$ cat src/rtl/ctrl_pipe_reg.sv
// Registered control-bundle pipeline from decode through STAGES downstream stages,
// with bubble/stall/flush hazard handling, a stall watchdog and a saturating NOP counter.
module ctrl_pipe_reg #(
  parameter int unsigned       CTRL_W    = 8,
  parameter int unsigned       STAGES    = 3,
  parameter logic [CTRL_W-1:0] NOP_VALUE = {CTRL_W{1'b0}},
  parameter int unsigned       MAX_STALL = 15
) (
  input  logic                     clk,
  input  logic                     rst_n,
  input  logic [CTRL_W-1:0]        ctrl_in,
  input  logic                     bubble,
  input  logic                     stall,
  input  logic [STAGES-1:0]        flush_mask,
  input  logic                     clr_count,
  output logic [STAGES*CTRL_W-1:0] ctrl_out,
  output logic [STAGES-1:0]        valid_out,
  output logic                     stall_timeout,
  output logic [15:0]              bubble_count
);

  localparam int unsigned       SCNT_W    = 8;
  localparam int unsigned       BCNT_W    = 16;
  localparam logic [SCNT_W-1:0] STALL_LIM = SCNT_W'(MAX_STALL);
  localparam logic [BCNT_W-1:0] BCNT_MAX  = {BCNT_W{1'b1}};

  logic              flush1;
  logic              inject;
  logic [SCNT_W-1:0] scnt_q;
  logic [SCNT_W-1:0] scnt_d;
  logic [BCNT_W-1:0] bcnt_d;
  logic              timeout_d;

  // Stall injection into stage 1 only exists when there is a stage 1.
  generate
    if (STAGES >= 2) begin : g_multi
      assign flush1 = flush_mask[1];
    end else begin : g_single
      assign flush1 = 1'b1;
    end
  endgenerate

  generate
    for (genvar k = 0; k < STAGES; k++) begin : g_stage
      logic [CTRL_W-1:0] q;
      logic [CTRL_W-1:0] d;
      logic              vq;
      logic              vd;

      if (k == 0) begin : g_first
        always_comb begin
          d  = q;
          vd = vq;
          if (flush_mask[0]) begin
            d  = NOP_VALUE;
            vd = 1'b0;
          end else if (!stall) begin
            if (bubble) begin
              d  = NOP_VALUE;
              vd = 1'b0;
            end else begin
              d  = ctrl_in;
              vd = 1'b1;
            end
          end
        end
      end else begin : g_rest
        localparam bit IS_STAGE1 = (k == 1);
        always_comb begin
          d  = ctrl_out[(k-1)*CTRL_W +: CTRL_W];
          vd = valid_out[k-1];
          if (flush_mask[k] || (IS_STAGE1 && stall)) begin
            d  = NOP_VALUE;
            vd = 1'b0;
          end
        end
      end

      always_ff @(posedge clk or negedge rst_n) begin
        if (!rst_n) begin
          q  <= NOP_VALUE;
          vq <= 1'b0;
        end else begin
          q  <= d;
          vq <= vd;
        end
      end

      assign ctrl_out[k*CTRL_W +: CTRL_W] = q;
      assign valid_out[k]                 = vq;
    end
  endgenerate

  // At most one NOP injection per cycle: bubble needs !stall, stall injection needs stall.
  assign inject = (bubble && !stall && !flush_mask[0]) || (stall && !flush1);

  always_comb begin
    scnt_d    = '0;
    bcnt_d    = bubble_count;
    timeout_d = 1'b0;
    if (stall) begin
      scnt_d = (scnt_q >= STALL_LIM) ? STALL_LIM : scnt_q + SCNT_W'(1);
    end
    timeout_d = (scnt_d == STALL_LIM);
    if (clr_count) begin
      bcnt_d = '0;
    end else if (inject && (bubble_count != BCNT_MAX)) begin
      bcnt_d = bubble_count + BCNT_W'(1);
    end
  end

  always_ff @(posedge clk or negedge rst_n) begin
    if (!rst_n) begin
      scnt_q        <= '0;
      bubble_count  <= '0;
      stall_timeout <= 1'b0;
    end else begin
      scnt_q        <= scnt_d;
      bubble_count  <= bcnt_d;
      stall_timeout <= timeout_d;
    end
  end

endmodule

$ cat config.mk
export PLATFORM = sky130hd
export DESIGN_NAME = ctrl_pipe_reg
export DESIGN_NICKNAME = d
export VERILOG_FILES = /design/src/rtl/ctrl_pipe_reg.sv
export SDC_FILE = /design/constraint.sdc
export NUM_CORES = 1
export LEC_CHECK = 0
export BUFFER_PORTS_ARGS = -buffer_cell sky130_fd_sc_hd__buf_2
export CAP_MARGIN = 20
export CORE_ASPECT_RATIO = 0.8
export CORE_MARGIN = 5
export CORE_UTILIZATION = 56
export DETAILED_ROUTE_END_ITERATION = 7
export GPL_TIMING_DRIVEN = 0
export PLACE_DENSITY_LB_ADDON = 0.12
export SETUP_SLACK_MARGIN = 0.15
export SYNTH_ARGS = -nofsm -noshare
export SYNTH_HDL_FRONTEND = slang
export SYNTH_SLANG_ARGS = --single-unit
$ cat constraint.sdc
create_clock -name clk -period 2.71 [get_ports clk]
set_input_delay 0.4065 -clock clk [delete_from_list [all_inputs] [get_ports clk]]
set_output_delay 0.4065 -clock clk [all_outputs]
set_load 0.05 [all_outputs]
Word-level counts from Yosys, hierarchy flattened
Index checks and enable logic that the tools add are counted.
Widths: inputs -> output; s select.
- bits in registers: 52
- output and inout bits: 44
- reduce and logical (&&, ||, !) cells: 10
- add/subtract/negate cells: 2
- eq/ne operators: 3
- muxes and demuxes: 14
- magnitude comparators: 1
- operator list (kind ; number):
    $mux 8 ; 7
    $mux 16 ; 2
    $add 16x1->16 const B ; 1
    $ne 16x16->1 const B ; 1
    $add 8x1->8 const B ; 1
    $eq 8x4->1 const B ; 1
    $ge 8x4->1 const B ; 1
    $mux 1 ; 5
    $logic_and 1x1->1 ; 4
    $logic_not 1->1 ; 3
    $logic_or 1x1->1 ; 2
    $ne 2x1->1 const B ; 1
    $reduce_bool 2->1 ; 1

Longest topological paths before layout
Gate-level depths: netlist (run 1).
- depth in word-level cells: 7
- depth in mapped cells: 6

Worst setup path before layout (run 1)
OpenSTA, ideal clock, no wires.
- path kind: reg2reg
- start: reg bubble_count[12]
- end: reg bubble_count[0]
- stages on the path, launching flop included: 5
- setup slack: 0.626 ns
- library setup time: 0.125 ns
- clock period less this slack: 2.084 ns
- arrival time: 1.959 ns
- path through: dfrtp_1 > nand4_1 > nor4_4 > o21ba_2 > mux2_4
- word-level cells in the longest chain between the ends: 3
- RTL lines (item ; RTL line ; RTL):
    start, declared ; 19 ; output logic [15:0] bubble_count
    start signal, assigned ; 119 ; bubble_count <= bcnt_d;
    $ne 16x16->1 ; 107 ; end else if (inject && (bubble_count != BCNT_MAX)) begin
    $logic_and 1x1->1 ; 107 ;
    $reduce_bool 2->1 (no source line) ; n/a ;
No other way between the ends.
A chain may end at the register's enable or synchronous reset.

Final worst setup path (run 1)
- start: reg bubble_count[8]
- end: reg bubble_count[0]
Same word-level chain as after synthesis.

==> metrics.md, run 1 <==
| Metric | Value |
|---|---|
| Switching pwr | `0.000334 W` |
| Hold WC Path Type | `input port to asynchronous set/reset pin` |
| Post-synth cell types | `44` |
| Ys flop type | `dfrtp_1` |
| Flop pwr share | `59.9%` |
| Vias in the first global route | `1560` |
| Total wire length | `4400 um` |
| Clock sink total | `52` |
| Pre-antenna DRT Iters | `4` |
| Port Buffers | `57` |
| Syn Inst Count | `193` |
| Number of setup buffers added after CTS | `0` |
| CP Capture Type | `flip-flop` |
| Total grt overflow | `0` |
| WL/cell | `13.9 um` |
| Pwr dens | `492 nW/um^2` |
| Nets | `279` |
| Clock tree buffer depth | `2` |
| Sequential share of the synthesized area | `57.1%` |
| Share of power burned in the clock network | `29.6%` |
| Number of inserted diodes | `0` |
| Post-CTS Hold Buffers | `0` |
| Initial DRC Count | `112` |
| Setup CP Type | `flip-flop to flip-flop` |
| Max Fclk | `511 MHz` |
| CP Launch Type | `flip-flop` |
| Die Ht | `67.0 um` |
| Rows | `20` |
| Outcome | `finished, final reports clean` |
| Initial Utilization | `59.1%` |
| Via Count | `1647` |
| Core Area | `3850 sq um` |
| Buf/Inv on CP | `0` |
| Clk_skew | `0.00796 ns` |
| Setup ws final | `0.754 ns` |
| P_leak | `1.40 nW` |
| Cts bufs inserted | `5` |
| Reg-to-Reg Start | `bubble_count[8]` |
| Final min period | `1.96 ns` |
| RSZ-0062 raised after global routing | `false` |
| Flop2flop setup slack | `0.75 ns` |
| Period utilisation layout | `72.2%` |
| Routed vias/inst | `5.21` |
| Worst-Margin Slew | `0.746 ns` |
| CTS root buffer | `clkbuf_8` |
| Number of flops mapped to enable cells by yosys | `0` |
| Sum Neg Setup Slack | `0 ns` |
| Reg-to-reg endpoint | `bubble_count[0]` |
| Clk_lat worst skew | `0.29 ns` |
| Number of routed nets with antenna violations | `0` |
| Post-synth ARST share | `100%` |
| Syn-to-layout area delta | `20.3%` |
| Syn avg cell area | `11.8 sq um` |
| TritonCTS clock tree | `yes` |
| Crit-path slowest cell | `nor4_4` |
| Max incr delay on CP | `0.60 ns` |
| Final Hold Vio Count | `0` |
| Crit path DAT | `2.14 ns` |
| Synthesized cell area | `2280 sq um` |
| Filler cells | `307` |
| Layout cell share with drive strength beyond 1 | `31.8%` |
| Internal Power | `0.00101 W` |
| Cell family with most CP delay | `simple AND/OR/NAND/NOR gates` |
| Ports | `60` |
| Crit-path max FO | `10` |
| Max IR drop VDD | `0.000438 V` |
| Dpl ws | `0.712 ns` |
| Clk pin slew, worst setup/hold paths | `0.09 ns` |
| Post-DP HPWL | `3220 um` |
| Final slew viol count | `0` |
| First-pass GRT wire length | `7520 um` |
| Max_slew headroom | `49.8%` |
| Sw Share | `24.8%` |
| Comb power frac | `10.5%` |
| Register bit total from synthesis | `52` |
| Cell count of the worst reg-to-reg path | `4` |
| CP Cell Sequence | `nand4_4 -> nor4_4 -> o21ba_2 -> mux2_4` |
| Die X | `81.3 um` |
| YS warnings | `0` |
| Global placement routability congestion | `0.837` |
| Largest net degree at the start of global routing | `53` |
| Resized cells post-CTS | `0` |
| Max-cap violations | `0` |
| DRC violations left | `0` |
| DIE AREA | `5450 sq um` |
| H-tree depth | `2` |
| Setup Viol. Count Final | `0` |
| WP data required | `2.90 ns` |
| Initial antenna violation count | `0` |
| GR Util All Layers | `18.4%` |
## metal layers
layer	vias to the layer above	part of all wire (%)	GRT usage [%]
met1	784	50	27.1
met4	0	0.95	5.06
met2	36	45	26.8
li1	823	-	-
met5	-	0	0
met3	4	4.5	4.19
## power by group through the flow
stage	Clock, W	Combinational [W]	Sequential, W
final	0.000399	0.000142	0.000807
after global routing	0.000467	0.000156	0.000810
after CTS	0.000415	0.000140	0.000807
after detailed placement	0	0.000140	0.000822
after global placement	0	0.000139	0.000822
after floorplan	0	0.0000540	0.000856
## Yosys cell counts (3+ instances only)
library cell  number  area share [%]
a21oi_1            8             1.8
a22oi_1            8             2.6
and2_1             9             2.5
buf_4              4             1.3
clkbuf_1           3            0.49
dfrtp_1           52              57
inv_1              3            0.49
mux2_1             4             2.0
nand2_1            4            0.66
nand3_1            6             1.3
nor2_1            20             3.3
nor2b_1           16             4.4
nor4_1             7             1.9
o21a_1             4             1.3
o31ai_1            5             1.6
or4_1              5             1.6
## placed cells by master, fill, tap and decap left out, drive strengths merged
cell,instances
o21a,4
nand2,4
and2,9
o2111ai,1
or2,1
or4,5
a21boi,2
or3,2
xor2,1
and4,1
conb,4
o211ai,1
ha,2
nand4,4
o41ai,1
nand3,6
nand2b,2
and2b,1
o21ba,1
clkbuf,9
inv,3
nor4,8
nor2,20
xnor2,1
nor3b,1
nor2b,16
mux2i,1
a22oi,8
mux2,7
nand4b,1
dfrtp,52
buf,65
o21ai,1
nor4b,1
o22ai,1
o31ai,5
a21oi,8
clkinv,1
## layout make-up
cell class / count / area (sq um) / share of cell area, %
timing repair buffer: 58 / 305 / 11.1
tap: 55 / 68.8 / 2.51
clock buffer: 6 / 72.6 / 2.65
clock inverter: 1 / 5.00 / 0.183
inverter: 3 / 11.3 / 0.411
sequential: 52 / 1300 / 47.5
buffer: 10 / 68.8 / 2.51
multi-input combinational: 131 / 907 / 33.1
## kinds of logic (layout without fill, tap and decap cells)
family,after synthesis,in the layout,synth area share (%)
AO/OA/AOI/OAI,33,33,10.5
XOR/XNOR,2,2,0.769
adder cells (fa/ha/maj),2,2,1.10
buffers and inverters,13,78,3.52
flip-flops,52,52,57.1
multiplexers,8,8,4.07
other,1,4,0.165
AND/OR/NAND/NOR,82,82,22.7
## registers in the layout, indices dropped and copies added (netlist names)
signal and flops:
g_stage.q 24, g_stage.vq 3, bubble_count 16, stall_timeout 1, scnt_q 8
## through the flow
| step | total power (W) | area, sq um | hold WS (ns) | instances | util (%) |
|---|---|---|---|---|---|
| 6_report | 0.00135 | 2740 | 0.0472 | 316 | 71.1 |
| 5_1_grt | 0.00143 | 2740 | 0.0741 | 316 | 71.1 |
| 4_1_cts | 0.00136 | 2720 | 0.344 | 315 | 70.6 |
| 3_5_place_dp | 0.000962 | 2640 | 0.483 | 308 | 68.6 |
| 3_3_place_gp | 0.000960 | 2640 | 0.472 | 308 | 68.6 |
| 2_1_floorplan | 0.000910 | 2290 | 0.111 | 196 | - |
## worst max path at each step
stage	depth (start not counted)	slack, ns	from	end
global placement	5	0.75	flush_mask[0]	bubble_count[15]
global route	4	0.62	bubble_count[12]	bubble_count[0]
CTS	4	0.77	bubble_count[8]	bubble_count[0]
finish	4	0.75	bubble_count[8]	bubble_count[0]
detailed placement	5	0.71	flush_mask[0]	bubble_count[15]
floorplan	4	0.63	bubble_count[12]	bubble_count[0]
## worst register-to-register path, delay by kind of cell, from the launching register on
kind | cells | cell delay [ns]
AOI/OAI and AO/OA | 1 | 0.26
muxes | 1 | 0.29
DFF | 1 | 0.51
and+or+nand+nor | 2 | 0.78
Note: power is estimated with default switching activity, not from simulation.
==> inputs of run 2 (changes only) <==
--- a/config.mk
+++ b/config.mk
@@ -5,11 +5,12 @@
 export SDC_FILE = /design/constraint.sdc
 export NUM_CORES = 1
 export LEC_CHECK = 0
+export ABC_AREA = 1
 export BUFFER_PORTS_ARGS = -buffer_cell sky130_fd_sc_hd__buf_2
 export CAP_MARGIN = 20
 export CORE_ASPECT_RATIO = 0.8
 export CORE_MARGIN = 5
-export CORE_UTILIZATION = 56
+export CORE_UTILIZATION = 47
 export DETAILED_ROUTE_END_ITERATION = 7
 export GPL_TIMING_DRIVEN = 0
 export PLACE_DENSITY_LB_ADDON = 0.12
==> constraint.sdc (replaced) <==
create_clock -name clk -period 1.67 [get_ports clk]
set_input_delay 0.2505 -clock clk [delete_from_list [all_inputs] [get_ports clk]]
set_output_delay 0.2505 -clock clk [all_outputs]
set_load 0.05 [all_outputs]
==> metrics.md, run 2 <==
| Metric | Value |
|---|---|
| Leading cell type in the layout, fill and taps excluded | `buf_2` |
| Crit-path slowest cell | `dfrtp_2` |
| Clk_lat worst skew | `0.30 ns` |
| Pwr dens | `846 nW/um^2` |
| Sequential share of the synthesized area | `55.3%` |
| Mux contribution to synthesized area | `0%` |
| Cell family with most CP delay | `simple AND/OR/NAND/NOR gates` |
| Number of flops mapped to enable cells by yosys | `0` |
| Largest family of logic cells by synthesized area | `simple AND/OR/NAND/NOR gates` |
| Max_slew headroom | `66.2%` |
| Comb power frac | `11.3%` |
| Vias in the first global route | `1983` |
| Number of routed nets with antenna violations | `0` |
| Hold WC Path Type | `input port to flip-flop` |
| Layout cell share with drive strength beyond 1 | `34.3%` |
| Clk_skew | `0.00268 ns` |
| Post-synth cell types | `27` |
| Clk pin slew, worst setup/hold paths | `0.09 ns` |
| Critical path startpoint | `bubble_count[0]` |
| Total grt overflow | `0` |
| Outcome | `finished, final reports clean` |
| Largest net degree at the start of global routing | `34` |
| Switching pwr | `0.000622 W` |
| Largest regs | `g_stage.q (24), bubble_count (16), scnt_q (8)` |
| Post-DP HPWL | `3950 um` |
| Max-cap violations | `0` |
| Pre-antenna DRT Iters | `4` |
| Port Buffers | `58` |
| CP Launch Type | `flip-flop` |
| Setup CP Type | `flip-flop to flip-flop` |
| Final min period | `1.56 ns` |
| Core Area | `4920 sq um` |
| Share of power burned in the clock network | `38.4%` |
| Initial DRC Count | `160` |
| Max Fclk | `640 MHz` |
| Critical Path Stages | `10` |
| Synth Area in XOR/XNOR | `1.86%` |
| Internal Power | `0.00197 W` |
| Largest cells by area after synthesis | `dfrtp_1 55%, nand2_1 11%, nor2_1 5.6%` |
| Buf/Inv on CP | `2` |
| Max incr delay on CP | `0.44 ns` |
| First-pass GRT wire length | `9120 um` |
| RSZ-0062 raised after global routing | `true` |
| Sw Share | `24.0%` |
| H-tree depth | `2` |
| WL/cell | `13.5 um` |
| Post-layout util | `62.3%` |
| DRC violations left | `0` |
| Register bit total from synthesis | `52` |
| Post-synthesis simple-gate area fraction | `29.7%` |
| Ports | `60` |
| Worst setup path endpoint | `bubble_count[12]` |
| Flop pwr share | `50.4%` |
| Footprint of the multi-input gates | `940 sq um` |
| Most frequent cells in the layout | `59 x buf_2, 57 x nand2_1, 40 x dfrtp_1` |
| Die X | `89.1 um` |
| Clock tree buffer depth | `2` |
| Final slew viol count | `0` |
| Nets | `368` |
| CP Capture Type | `flip-flop` |
| CTS root buffer | `clkbuf_8` |
| Register area | `1320 sq um` |
| Top reg by flops | `g_stage.q` |
| Global placement routability congestion | `0.861` |
| Synth top cells by count | `67 x nand2_1, 52 x dfrtp_1, 35 x nor2_1` |
| Filler cells | `423` |
| Dpl ws | `0.0283 ns` |
| Clock sink total | `52` |
| Synthesized cell area | `2350 sq um` |
| Routed vias/inst | `4.93` |
| Initial Utilization | `47.8%` |
| YS warnings | `0` |
| GR Util All Layers | `18.1%` |
| Final Hold Vio Count | `0` |
| Initial antenna violation count | `0` |
| Setup ws final | `0.107 ns` |
| Via Count | `2030` |
| Placed Cells | `394` |
| Cts bufs inserted | `5` |
| Post-synth top area cell | `dfrtp_1` |
| Number of inserted diodes | `0` |
| Syn-to-layout area delta | `30.3%` |
| Reg-to-reg endpoint | `bubble_count[12]` |
| Post-synthesis compound-gate area fraction | `4.26%` |
| Crit-path max FO | `5` |
| Worst-Margin Slew | `0.507 ns` |
| Period utilisation layout | `93.6%` |
| Cell count of the worst reg-to-reg path | `10` |
| Sum Neg Setup Slack | `0 ns` |
| Reg-to-Reg Start | `bubble_count[0]` |
| Die Ht | `73.3 um` |
| Rows | `23` |
| Max IR drop VDD | `0.000500 V` |
| Area share of the largest cell type after synthesis | `55.3%` |
| Synth Area in Adders | `1.06%` |
| WP data required | `1.86 ns` |
| Ys flop type | `dfrtp_1` |
| Setup Viol. Count Final | `0` |
| P_leak | `1.61 nW` |
| Post-Layout Cell Count | `412` |
| Crit-path most repeated cell | `nor2_4` |
| Top-count cell post-synth | `nand2_1` |
| Number of flip-flops under the largest register name | `24` |
| Post-synth ARST share | `100%` |
| Total wire length | `5550 um` |
| CP Cell Sequence | `ha_4 -> nand3_4 -> inv_2 -> nand2_4 -> nor2_4 -> nor2_4 -> nor2_8 -> clkbuf_16 -> nand2_2 -> nand2_1` |
| Crit path DAT | `1.76 ns` |
| Flop2flop setup slack | `0.11 ns` |
| TritonCTS clock tree | `yes` |
| Syn avg cell area | `8.71 sq um` |
| DIE AREA | `6530 sq um` |
| Syn Inst Count | `270` |
==> run 2: cell types whose count changed after synthesis, moves of 6 or more <==
cell and change:
inv_1 +29, nor2_1 +15, nor4_1 -7, o21ai_0 +10
nand3_1 +14, nand4_1 +12, nor2b_1 -16, and2_1 -9
a22oi_1 -8, a21oi_1 -6, nand2_1 +63
==> run 2: worst min path at each step <==
| stage | from | end | slack [ns] | cells after the start |
|---|---|---|---|---|
| final | ctrl_in[2] | g_stage[0].q[2] | 0.18 | 3 |
| after floorplan | rst_n | bubble_count[0] | -0.05 | 0 |
| after detailed placement | rst_n | g_stage[0].q[4] | 0.24 | 1 |
| after global routing | ctrl_in[6] | g_stage[0].q[6] | 0.20 | 3 |
| after global placement | g_stage[1].q[2] | g_stage[2].q[2] | 0.46 | 2 |
| after CTS | ctrl_in[2] | g_stage[0].q[2] | 0.18 | 3 |
==> run 2: repair_timing <==
item,CTS,global route
hold endpoints to repair,19,0
pin swaps,1,5
buffers inserted,3,5
resized for setup,1,14
gates cloned,0,2
setup endpoints to repair,15,16
hold buffers,1,0
==> run 2: worst reg2reg max path, cell delays in order, from the launching register on <==
cell	delay [ns]
dfrtp_2	0.44
ha_4	0.18
nand3_4	0.08
inv_2	0.05
nand2_4	0.06
nor2_4	0.05
nor2_4	0.24
nor2_8	0.09
clkbuf_16	0.17
nand2_2	0.05
nand2_1	0.05
==> run 2: cells by family (layout without fill, tap and decap cells) <==
logic type	Yosys count	count (layout)
adder cells (fa/ha/maj)	2	2
AND/OR/NAND/NOR	151	151
flip-flops	52	52
XOR/XNOR	5	5
AO/OA/AOI/OAI	17	17
other	1	4
buffers and inverters	42	119
==> run 2: routing by layer <==
layer  vias to the layer above  track usage (%)  share of wire [%]
li1                       1005                -                  -
met1                       970             25.2                 47
met2                        49             28.7                 46
met3                         6             3.81                5.7
met4                         0             5.29                1.0
met5                         -                0                  0
==> run 2: final cells by class <==
| class | instances | area share, % |
|---|---|---|
| buffer | 8 | 1.96 |
| tap | 62 | 2.53 |
| clock inverter | 2 | 1.96 |
| timing repair buffer | 70 | 13.5 |
| sequential | 52 | 43.0 |
| clock buffer | 5 | 2.25 |
| multi-input combinational | 179 | 30.7 |
| inverter | 34 | 4.16 |
==> run 2: power groups by stage <==
stage	registers [W]	clock network [W]	logic (W)
3_5_place_dp	0.00133	0	0.000257
4_1_cts	0.00130	0.00102	0.000272
5_1_grt	0.00131	0.00107	0.000320
3_3_place_gp	0.00133	0	0.000247
2_1_floorplan	0.00139	0	0.0000965
6_report	0.00130	0.000994	0.000292
==> run 2: metrics by stage <==
stage               hold slack [ns]  power, W  area (sq um)
global placement              0.458   0.00158          2770
finish                        0.184   0.00259          3060
detailed placement            0.241   0.00159          2790
global route                  0.202   0.00269          3060
floorplan                   -0.0451   0.00149          2400
CTS                           0.179   0.00259          2960
==> inputs of run 3 (changes only) <==
--- a/config.mk
+++ b/config.mk
@@ -6,12 +6,12 @@
 export NUM_CORES = 1
 export LEC_CHECK = 0
 export ABC_AREA = 1
-export BUFFER_PORTS_ARGS = -buffer_cell sky130_fd_sc_hd__buf_2
 export CAP_MARGIN = 20
 export CORE_ASPECT_RATIO = 0.8
 export CORE_MARGIN = 5
-export CORE_UTILIZATION = 47
+export CORE_UTILIZATION = 56
 export DETAILED_ROUTE_END_ITERATION = 7
+export DONT_BUFFER_PORTS = 1
 export GPL_TIMING_DRIVEN = 0
 export PLACE_DENSITY_LB_ADDON = 0.12
 export SETUP_SLACK_MARGIN = 0.15
==> metrics.md, run 3 (synthesis gave the netlist of run 2 again) <==
| Metric | Value |
|---|---|
| Final Hold Vio Count | `0` |
| Flop pwr share | `54.1%` |
| Outcome | `complete, but fails checks` |
| Sw Share | `23.0%` |
| Most frequent cells in the layout | `61 x nand2_1, 36 x dfrtp_1, 34 x nor2_1` |
| Cell count of the worst reg-to-reg path | `9` |
| Max incr delay on CP | `0.59 ns` |
| Crit-path slowest cell | `dfrtp_4` |
| Nets | `307` |
| Layout cell share with drive strength beyond 1 | `20.3%` |
| Number of inserted diodes | `0` |
| TritonCTS clock tree | `yes` |
| Initial Utilization | `57.0%` |
| Crit-path max FO | `10` |
| CP Cell Sequence | `ha_4 -> nand3_4 -> inv_2 -> nand2_4 -> nor2_4 -> nor2_4 -> buf_6 -> nand4_1 -> nand2_1` |
| Hold Path End | `scnt_q[0]` |
| Met2 Use GR | `32.0%` |
| Violations in the final reports | `setup timing` |
| DRC violations left | `0` |
| Setup CP Type | `flip-flop to flip-flop` |
| Period utilisation layout | `100%` |
| Met1 Use GR | `24.4%` |
| First-pass GRT wire length | `8110 um` |
| Placed Cells | `330` |
| RSZ-0062 raised after global routing | `true` |
| Die Ht | `68.0 um` |
| Clk_lat worst skew | `0.29 ns` |
| Cell family with most CP delay | `flip-flops` |
| Worst-Margin Slew | `0.504 ns` |
| Rows | `21` |
| Max-cap violations | `0` |
| Core Area | `4130 sq um` |
| Pwr dens | `921 nW/um^2` |
| P_leak | `1.29 nW` |
| Hold Path Depth | `2` |
| Flop2flop setup slack | `-0.006 ns` |
| H-tree depth | `2` |
| Switching pwr | `0.000582 W` |
| Comb power frac | `7.0%` |
| Die X | `82.5 um` |
| CTS root buffer | `clkbuf_8` |
| Dpl ws | `-0.139 ns` |
| Setup ws final | `-0.00628 ns` |
| Number of routed nets with antenna violations | `0` |
| Initial antenna violation count | `0` |
| Max IR drop VDD | `0.000594 V` |
| Reg-to-Reg Start | `bubble_count[0]` |
| CP Capture Type | `flip-flop` |
| Sum Neg Setup Slack | `-0.00820 ns` |
| Clock sink total | `52` |
| Crit path DAT | `1.91 ns` |
| WL/cell | `14.5 um` |
| DIE AREA | `5600 sq um` |
| Total wire length | `5020 um` |
| Layer with the highest usage | `met2` |
| Post-DP HPWL | `3490 um` |
| Ports | `60` |
| WP data required | `1.90 ns` |
| Crit-path most repeated cell | `nor2_4` |
| Final slew viol count | `0` |
| Internal Power | `0.00195 W` |
| Initial DRC Count | `143` |
| Syn-to-layout area delta | `16.9%` |
| CP Launch Type | `flip-flop` |
| Clk_skew | `0.00548 ns` |
| Critical path startpoint | `bubble_count[0]` |
| Global placement routability congestion | `0.853` |
| Final min period | `1.68 ns` |
| Largest regs | `g_stage.q (24), bubble_count (16), scnt_q (8)` |
| Vias in the first global route | `1735` |
| GR Util All Layers | `19.4%` |
| Buf/Inv on CP | `2` |
| Top reg by flops | `g_stage.q` |
| Cts bufs inserted | `5` |
| Max_slew headroom | `66.4%` |
| Clock tree buffer depth | `2` |
| Clk pin slew, worst setup/hold paths | `0.09 ns` |
| Port Buffers | `0` |
| Setup Viol. Count Final | `2` |
| Pre-antenna DRT Iters | `4` |
| Via Count | `1806` |
| Routed vias/inst | `5.20` |
| Max Fclk | `597 MHz` |
| Hold Startpoint | `stall` |
| Hold WC Path Type | `input port to flip-flop` |
| Worst hold slack | `0.0612 ns` |
| Reg-to-reg endpoint | `bubble_count[3]` |
| Number of flip-flops under the largest register name | `24` |
| GRT met3 Usage | `6.32%` |
| Largest net degree at the start of global routing | `53` |
| Share of power burned in the clock network | `38.9%` |
| Post-Layout Cell Count | `347` |
| Total grt overflow | `0` |
| Leading cell type in the layout, fill and taps excluded | `nand2_1` |
## run 3: cell count changes in the layout (fill, tap and decap cells not counted), moves of 3 or more
cell	change
nand2_2	-4
dfrtp_4	+4
buf_4	-3
buf_6	+3
nand2_1	+4
dfrtp_1	-4
buf_2	-59
## run 3: worst reg2reg max path, stage by stage (launching register included)
cell	delay, ns
dfrtp_4	0.59
ha_4	0.21
nand3_4	0.08
inv_2	0.06
nand2_4	0.07
nor2_4	0.04
nor2_4	0.20
buf_6	0.18
nand4_1	0.09
nand2_1	0.10
## run 3: layout make-up
class	count	area [sq um]
plain buffers	8	56.3
clock buffers	6	72.6
clock inverters	2	60.1
fillers	334	1380
inverters	34	128
multi-input cells	179	930
flip-flops and latches	52	1330
well taps	57	71.3
repair buffers	9	101
## run 3: how the worst max path moves through the flow
stage / end / slack (ns) / cells past startpoint
floorplan: bubble_count[14] / 0.07 / 10
global placement: bubble_count[12] / -0.14 / 9
detailed placement: bubble_count[14] / -0.14 / 9
CTS: bubble_count[5] / -0.01 / 10
global route: bubble_count[3] / -0.10 / 9
finish: bubble_count[3] / -0.006 / 9
## run 3: per-stage QoR
step	utilization [%]	instance area [sq um]	power, W
floorplan	-	2400	0.00149
global placement	60.0	2470	0.00151
detailed placement	60.0	2470	0.00152
CTS	66.2	2730	0.00257
global route	66.7	2750	0.00264
finish	66.7	2750	0.00253
## run 3: layer usage
metal	vias up	part of all wire [%]
met1	851	43
li1	889	-
met5	-	0
met3	4	8.4
met4	0	0.78
met2	62	48
## run 3: repair_timing
action,4_1_cts,5_1_grt
pin swaps,14,1
endpoints found under the hold margin,52,0
hold buffers,2,0
setup buffers,6,0
gates cloned,1,0
resized for setup,15,6
endpoints found under the setup margin,16,16
## run 3: power by group through the flow
stage                     Clock [W]  Combinational (W)  Sequential, W
after detailed placement          0           0.000122        0.00139
after floorplan                   0          0.0000965        0.00139
after global placement            0           0.000121        0.00139
after global routing        0.00107           0.000199        0.00138
final                      0.000985           0.000177        0.00137
after CTS                   0.00102           0.000180        0.00137
